**src/rtl/sb_hazard_if.sv**
```systemverilog
// Issue-stage, hazard-source and per-stage control bundle for sb_hazard_unit.
// HAZARD_PERF_CNT_EN adds the three event-counter outputs to the bundle.
interface sb_hazard_if #(
    parameter int NSTAGE = 6,
    parameter int AW     = 5,
    parameter int LATW   = 4
);
    logic              is_valid;
    logic [AW-1:0]     is_rj;
    logic [AW-1:0]     is_rkd;
    logic              is_rj_used;
    logic              is_rkd_used;
    logic [AW-1:0]     is_dest;
    logic              is_dest_we;
    logic [LATW-1:0]   is_lat;
    logic              es_div_busy;
    logic              es_has_ld;
    logic              ms_has_st;
    logic              bp_flush;
    logic              exc_flush;
    logic [NSTAGE-1:0] stall;
    logic [NSTAGE-1:0] flush;
    logic              hazard_timeout;
`ifdef HAZARD_PERF_CNT_EN
    logic [31:0]       perf_raw_cnt;
    logic [31:0]       perf_struct_cnt;
    logic [31:0]       perf_flush_cnt;
`endif

    modport master (
        output is_valid, is_rj, is_rkd, is_rj_used, is_rkd_used, is_dest, is_dest_we, is_lat,
        output es_div_busy, es_has_ld, ms_has_st, bp_flush, exc_flush,
        input  stall, flush, hazard_timeout
`ifdef HAZARD_PERF_CNT_EN
        , input perf_raw_cnt, perf_struct_cnt, perf_flush_cnt
`endif
    );

    modport slave (
        input  is_valid, is_rj, is_rkd, is_rj_used, is_rkd_used, is_dest, is_dest_we, is_lat,
        input  es_div_busy, es_has_ld, ms_has_st, bp_flush, exc_flush,
        output stall, flush, hazard_timeout
`ifdef HAZARD_PERF_CNT_EN
        , output perf_raw_cnt, perf_struct_cnt, perf_flush_cnt
`endif
    );
endinterface

```
**src/rtl/sb_hazard_unit.sv**
```systemverilog
// Countdown-scoreboard hazard unit: RAW/WAW interlock, structural freeze, flushes, stall watchdog.
// Build macro HAZARD_PERF_CNT_EN adds 32-bit raw/struct/flush event counters.
module sb_hazard_unit #(
    parameter int NSTAGE      = 6,
    parameter int IS_IDX      = 2,
    parameter int AW          = 5,
    parameter int LATW        = 4,
    parameter int STALL_LIMIT = 255
) (
    input  logic        clk,
    input  logic        reset,
    sb_hazard_if.slave  hif
);
    localparam int          NREG  = 1 << AW;
    localparam logic [31:0] LIMIT = 32'(STALL_LIMIT);

    logic [LATW-1:0]   cnt_q [NREG];
    logic [LATW-1:0]   cnt_d [NREG];
    logic [NSTAGE-1:0] stall_c, flush_c;
    logic              raw, waw, strct, hzd, issue, rec;
    logic [15:0]       wd_q, wd_d;
    logic              timeout_q, timeout_d;

    assign raw   = hif.is_valid & ((hif.is_rj_used  & (cnt_q[hif.is_rj]  != '0)) |
                                   (hif.is_rkd_used & (cnt_q[hif.is_rkd] != '0)));
    assign waw   = hif.is_valid & hif.is_dest_we & (hif.is_dest != '0) &
                   (cnt_q[hif.is_dest] > hif.is_lat);
    assign strct = hif.es_div_busy | (hif.es_has_ld & hif.ms_has_st);
    assign hzd   = raw | waw;

    always_comb begin
        stall_c = '0;
        flush_c = '0;
        if (hif.exc_flush) begin
            flush_c = '1;
        end else if (hif.bp_flush) begin
            for (int i = 0; i < NSTAGE; i++) if (i < IS_IDX) flush_c[i] = 1'b1;
        end else if (strct) begin
            for (int i = 0; i < NSTAGE; i++) if (i <= IS_IDX + 1) stall_c[i] = 1'b1;
            flush_c[IS_IDX+2] = 1'b1;
        end else if (hzd) begin
            for (int i = 0; i < NSTAGE; i++) if (i <= IS_IDX) stall_c[i] = 1'b1;
            flush_c[IS_IDX+1] = 1'b1;
        end
    end

    // A hazarded instruction never issues, even when a bp_flush masks its stall.
    assign issue = hif.is_valid & ~stall_c[IS_IDX] & ~flush_c[IS_IDX] & ~hzd;
    assign rec   = issue & hif.is_dest_we & (hif.is_dest != '0) & (hif.is_lat != '0);

    always_comb begin
        for (int r = 0; r < NREG; r++) begin
            cnt_d[r] = cnt_q[r];
            if (hif.exc_flush) begin
                cnt_d[r] = '0;
            end else if (!stall_c[IS_IDX+1]) begin
                if (cnt_q[r] != '0) cnt_d[r] = cnt_q[r] - LATW'(1);
                if (rec && (hif.is_dest == AW'(r))) cnt_d[r] = hif.is_lat;
            end
            if (r == 0) cnt_d[r] = '0;
        end
    end

    always_comb begin
        wd_d = '0;
        if (|stall_c) wd_d = (wd_q == 16'hFFFF) ? wd_q : wd_q + 16'd1;
        timeout_d = hif.exc_flush ? 1'b0 : (timeout_q | ({16'd0, wd_d} >= LIMIT));
    end

    always_ff @(posedge clk) begin
        if (reset) begin
            for (int r = 0; r < NREG; r++) cnt_q[r] <= '0;
            wd_q      <= '0;
            timeout_q <= 1'b0;
        end else begin
            cnt_q     <= cnt_d;
            wd_q      <= wd_d;
            timeout_q <= timeout_d;
        end
    end

    assign hif.stall          = stall_c;
    assign hif.flush          = flush_c;
    assign hif.hazard_timeout = timeout_q;

`ifdef HAZARD_PERF_CNT_EN
    logic [31:0] perf_raw_q, perf_struct_q, perf_flush_q;
    logic        in_raw_case, in_struct_case;

    assign in_struct_case = ~hif.exc_flush & ~hif.bp_flush & strct;
    assign in_raw_case    = ~hif.exc_flush & ~hif.bp_flush & ~strct & hzd;

    always_ff @(posedge clk) begin
        if (reset) begin
            perf_raw_q    <= '0;
            perf_struct_q <= '0;
            perf_flush_q  <= '0;
        end else begin
            if (in_raw_case)                    perf_raw_q    <= perf_raw_q + 32'd1;
            if (in_struct_case)                 perf_struct_q <= perf_struct_q + 32'd1;
            if (hif.exc_flush || hif.bp_flush)  perf_flush_q  <= perf_flush_q + 32'd1;
        end
    end

    assign hif.perf_raw_cnt    = perf_raw_q;
    assign hif.perf_struct_cnt = perf_struct_q;
    assign hif.perf_flush_cnt  = perf_flush_q;
`endif
endmodule
```
**src/flat_wrapper.sv**
```systemverilog
// flat-port wrapper written by rule: the top's interface ports become plain ports
module sb_hazard_unit_flat 
#(
    parameter int NSTAGE      = 6,
    parameter int IS_IDX      = 2,
    parameter int AW          = 5,
    parameter int LATW        = 4,
    parameter int STALL_LIMIT = 255
)
  (clk, reset, hif_is_valid, hif_is_rj, hif_is_rkd, hif_is_rj_used, hif_is_rkd_used, hif_is_dest, hif_is_dest_we, hif_is_lat, hif_es_div_busy, hif_es_has_ld, hif_ms_has_st, hif_bp_flush, hif_exc_flush, hif_stall, hif_flush, hif_hazard_timeout);
  sb_hazard_if #(.NSTAGE(NSTAGE), .AW(AW), .LATW(LATW)) hif_i ();
  input  logic clk;
  input  logic reset;
  input wire logic [$bits(hif_i.is_valid)-1:0] hif_is_valid;
  input wire logic [$bits(hif_i.is_rj)-1:0] hif_is_rj;
  input wire logic [$bits(hif_i.is_rkd)-1:0] hif_is_rkd;
  input wire logic [$bits(hif_i.is_rj_used)-1:0] hif_is_rj_used;
  input wire logic [$bits(hif_i.is_rkd_used)-1:0] hif_is_rkd_used;
  input wire logic [$bits(hif_i.is_dest)-1:0] hif_is_dest;
  input wire logic [$bits(hif_i.is_dest_we)-1:0] hif_is_dest_we;
  input wire logic [$bits(hif_i.is_lat)-1:0] hif_is_lat;
  input wire logic [$bits(hif_i.es_div_busy)-1:0] hif_es_div_busy;
  input wire logic [$bits(hif_i.es_has_ld)-1:0] hif_es_has_ld;
  input wire logic [$bits(hif_i.ms_has_st)-1:0] hif_ms_has_st;
  input wire logic [$bits(hif_i.bp_flush)-1:0] hif_bp_flush;
  input wire logic [$bits(hif_i.exc_flush)-1:0] hif_exc_flush;
  output wire logic [$bits(hif_i.stall)-1:0] hif_stall;
  output wire logic [$bits(hif_i.flush)-1:0] hif_flush;
  output wire logic [$bits(hif_i.hazard_timeout)-1:0] hif_hazard_timeout;
  assign hif_i.is_valid = hif_is_valid;
  assign hif_i.is_rj = hif_is_rj;
  assign hif_i.is_rkd = hif_is_rkd;
  assign hif_i.is_rj_used = hif_is_rj_used;
  assign hif_i.is_rkd_used = hif_is_rkd_used;
  assign hif_i.is_dest = hif_is_dest;
  assign hif_i.is_dest_we = hif_is_dest_we;
  assign hif_i.is_lat = hif_is_lat;
  assign hif_i.es_div_busy = hif_es_div_busy;
  assign hif_i.es_has_ld = hif_es_has_ld;
  assign hif_i.ms_has_st = hif_ms_has_st;
  assign hif_i.bp_flush = hif_bp_flush;
  assign hif_i.exc_flush = hif_exc_flush;
  assign hif_stall = hif_i.stall;
  assign hif_flush = hif_i.flush;
  assign hif_hazard_timeout = hif_i.hazard_timeout;
  sb_hazard_unit #(.NSTAGE(NSTAGE), .IS_IDX(IS_IDX), .AW(AW), .LATW(LATW), .STALL_LIMIT(STALL_LIMIT)) u_core (.clk(clk), .reset(reset), .hif(hif_i));
endmodule
```
**config.mk**
```make
export PLATFORM = sky130hd
export DESIGN_NAME = sb_hazard_unit_flat
export DESIGN_NICKNAME = d
export VERILOG_FILES = /design/src/rtl/sb_hazard_if.sv /design/src/rtl/sb_hazard_unit.sv /design/src/flat_wrapper.sv
export SDC_FILE = /design/constraint.sdc
export NUM_CORES = 1
export LEC_CHECK = 0
export ABC_CLOCK_PERIOD_IN_PS = 4800
export CORE_MARGIN = 3
export CORE_UTILIZATION = 40
export CTS_BUF_LIST = sky130_fd_sc_hd__clkbuf_4
export CTS_CLUSTER_SIZE = 16
export DETAILED_ROUTE_END_ITERATION = 7
export SLEW_MARGIN = 20
export SYNTH_ARGS = -nofsm -noshare
export SYNTH_HDL_FRONTEND = slang
export SYNTH_SLANG_ARGS = --single-unit
```
**constraint.sdc**
```tcl
create_clock -name clk -period 4.8 [get_ports clk]
set_input_delay 0.72 -clock clk [delete_from_list [all_inputs] [get_ports clk]]
set_output_delay 0.72 -clock clk [all_outputs]
set_load 0.01 [all_outputs]
```
==> run metrics <==
mux contribution to synthesized area 0.106; first-pass GRT wire length 64300 µm; pre-CTS setup slack -0.0630 ns; antenna viol nets, final 0; share of the synthesized area in the top cell type 0.233; Initial DRC Count 1083; vias in the first global route 11300; synth warn 0; Synth Register Bits 141; Synth Flop Type dfxtp_1; TritonCTS Sinks 141; Avg Inst Size Synth 8.26 µm²; CTS tree done; ys async rst share 0; max cap viols 0; CP max-delay cell mux4_2; top post-synthesis cells by area dfxtp_1, mux4_2, ha_1; synthesized netlist cell count 1466; Power, Total 2960 µW; final std cells w/o fill 1942; final instance area 0.0138 mm²; Initial Util 0.407; Horiz. Die Dim 180 µm; Num CTS Buffers 17; vias per cell 6.35; Mapped Area 0.0121 mm²; Die H 180 µm; Site Rows 63; post-route clock period utilization 0.981; Worst Hold Class reg2reg; fillers 2914; RD Place Congestion 0.982; post-synthesis sequential area ratio 0.233; CP required 4.08 ns; Area Overhead vs Synth 14.0%; Power per Cell Area 214 mW/mm²; Clock Skew 0.0311 ns; CTS Root Cell clkbuf_4; Buf/Inv on CP 4; I/O pins 43; area post-placement 0.0134 mm²; WP data arrival 3.99 ns; post-synthesis xor/xnor area fraction 0.00796; IO buf count 40; clock-pin slew on the worst setup and hold paths 0.14 ns; FF-to-FF Start u_core.cnt_q[73]$_SDFFE_PP0P_; # setup viols final 0; CP Launch Point hif_is_dest[0]; CP top delay family multiplexers; Critical Path Max Stage Delay 0.50 ns; Final WS setup 0.0915 ns; final hold violations 0; Post-synth EDFFs 0; crit path max fanout 12; TritonRoute pass-1 iters 5; setup slack, reg-to-reg 0.78 ns; die area 0.0324 mm²; Crit path depth 15; DRC 0; Leakage 0.00501 µW; Final min period 4.71 ns; combinational family with the most area after synthesis simple AND/OR/NAND/NOR gates; share of layout cells above drive strength 1 0.183; Max Fclk 0.212 GHz; kind of critical path in2out; Worst Setup End Kind output port; top cells by count, synth nor2_1, dfxtp_1, a21oi_1; final WL 41000 µm; CTS max path bufs 2; most numerous cell in the Yosys netlist nor2_1; Worst slew margin 0.399; status finished clean; Cell variety after synth 73; Finished Core Util 0.464; CTS H-tree depth 4; Clock Latency Late Sink 0.62 ns; reg2reg path depth 13; Startpoint Class input pin; Core ar. 0.0297 mm²; Synth Area in Simple Gates 0.279; Overflow after GRT 0; maximum VDD drop 125 µV; Least-Margin Pin Slew 0.902 ns; hold_buf cts 0; routed via count 12300; cell count after placement 1898; Synth Area in Compound Gates 0.241; initial antenna violation count 1; DP HPWL 30500 µm; Hold Path Stages 2; RR Endpoint u_core.cnt_q[51]$_SDFFE_PP0P_; area leader, netlist dfxtp_1; critical path cell sequence buf_2 > buf_12 > mux4_2 > mux4_2 > nor2_1 > a21oi_2 > ha_1 > nor2b_1 > o21a_1 > o21a_1 > o211ai_1 > buf_4 > nand3_1 > a31o_2 > clkdlybuf4s15_1; total track usage 0.247; Adder-Cell Fraction of Synth Area 0.0693; wire per inst 21.1 µm; largest net degree at the start of global routing 86; critical path capture point hif_flush[3]; max-slew violations 0; nets 1635
-- logic make-up (layout without fill, tap and decap cells) --
kind of cell,count (synthesis),after routing
xor gates and xnor gates,11,11
AOI/OAI and AO/OA,412,412
other,1,3
buffers and inverters,176,260
adders and majority gates,67,67
DFF,141,141
muxes,79,79
and+or+nand+nor,579,579
-- worst min-delay path by stage --
stage / start / to / slack, ns
2_1_floorplan: u_core.cnt_q[67]$_SDFFE_PP0P_ / u_core.cnt_q[67]$_SDFFE_PP0P_ / 0.47
3_3_place_gp: u_core.cnt_q[82]$_SDFFE_PP0P_ / u_core.cnt_q[82]$_SDFFE_PP0P_ / 0.51
3_5_place_dp: u_core.cnt_q[67]$_SDFFE_PP0P_ / u_core.cnt_q[67]$_SDFFE_PP0P_ / 0.52
4_1_cts: u_core.cnt_q[82]$_SDFFE_PP0P_ / u_core.cnt_q[82]$_SDFFE_PP0P_ / 0.54
5_1_grt: u_core.cnt_q[65]$_SDFFE_PP0P_ / u_core.cnt_q[65]$_SDFFE_PP0P_ / 0.56
6_report: u_core.hif.hazard_timeout$_SDFF_PP0_ / u_core.hif.hazard_timeout$_SDFF_PP0_ / 0.53
-- layout by cell type (no fill, tap or decap), types with 34 or more instances in the layout --
| cell | n |
|---|---|
| nor2_1 | 152 |
| dfxtp_1 | 122 |
| buf_4 | 108 |
| a21oi_1 | 100 |
| nand2_1 | 87 |
| ha_1 | 67 |
| inv_1 | 64 |
| nand3_1 | 61 |
| a211oi_1 | 55 |
| o21ai_0 | 42 |
| mux4_2 | 39 |
| a22oi_1 | 37 |
| clkdlybuf4s50_1 | 34 |
-- cell type report --
cell class / instances / area (µm²) / share of cell area
multi-input combinational: 1150 / 8550 / 0.620
sequential: 141 / 2870 / 0.208
timing repair buffer: 156 / 1350 / 0.0976
tap: 390 / 488 / 0.0354
inverter: 72 / 270 / 0.0196
clock inverter: 15 / 139 / 0.0101
clock buffer: 17 / 128 / 0.00925
antenna: 1 / 2.50 / 0.000181
-- state kept, by name, summed over array words and instances, names as in the netlist --
name / cells
u_core.cnt_q: 124
u_core.wd_q: 16
u_core.hif.hazard_timeout: 1
-- routing by layer --
metal	up-vias	part of all wire	wire [µm]	track usage
met5	-	0	0	0
met4	0	0.049	2000	0.118
met1	5959	0.43	17600	0.323
met2	490	0.46	19000	0.397
met3	114	0.060	2460	0.0401
li1	5760	-	-	-
-- timing repair --
| action | CTS | global route |
|---|---|---|
| setup buffers | 3 | 8 |
| gates resized for setup | 17 | 28 |
| endpoints found under the setup margin | 4 | 4 |
| pin swaps | 2 | 3 |
-- worst reg2reg max path: cells and delay by family (launching register included) --
kind	cells	cell delay, ns
AOI/OAI and AO/OA	5	0.87
adders and majority gates	1	0.26
buffers and inverters	2	0.29
DFF	1	0.39
muxes	2	0.98
and+or+nand+nor	3	1.11
-- power by group --
group,total [µW],internal [µW],switching [µW]
Sequential,1280,1210,74.2
Combinational,878,363,515
Clock,798,263,535
-- per-stage QoR --
stage | TNS, ns | hold WS [ns]
after floorplan | 0 | 0.468
after global placement | -0.143 | 0.514
after detailed placement | -0.224 | 0.522
after CTS | -0.270 | 0.540
after global routing | -0.00541 | 0.564
final | 0 | 0.533
Power figures use the tool's default switching activity.
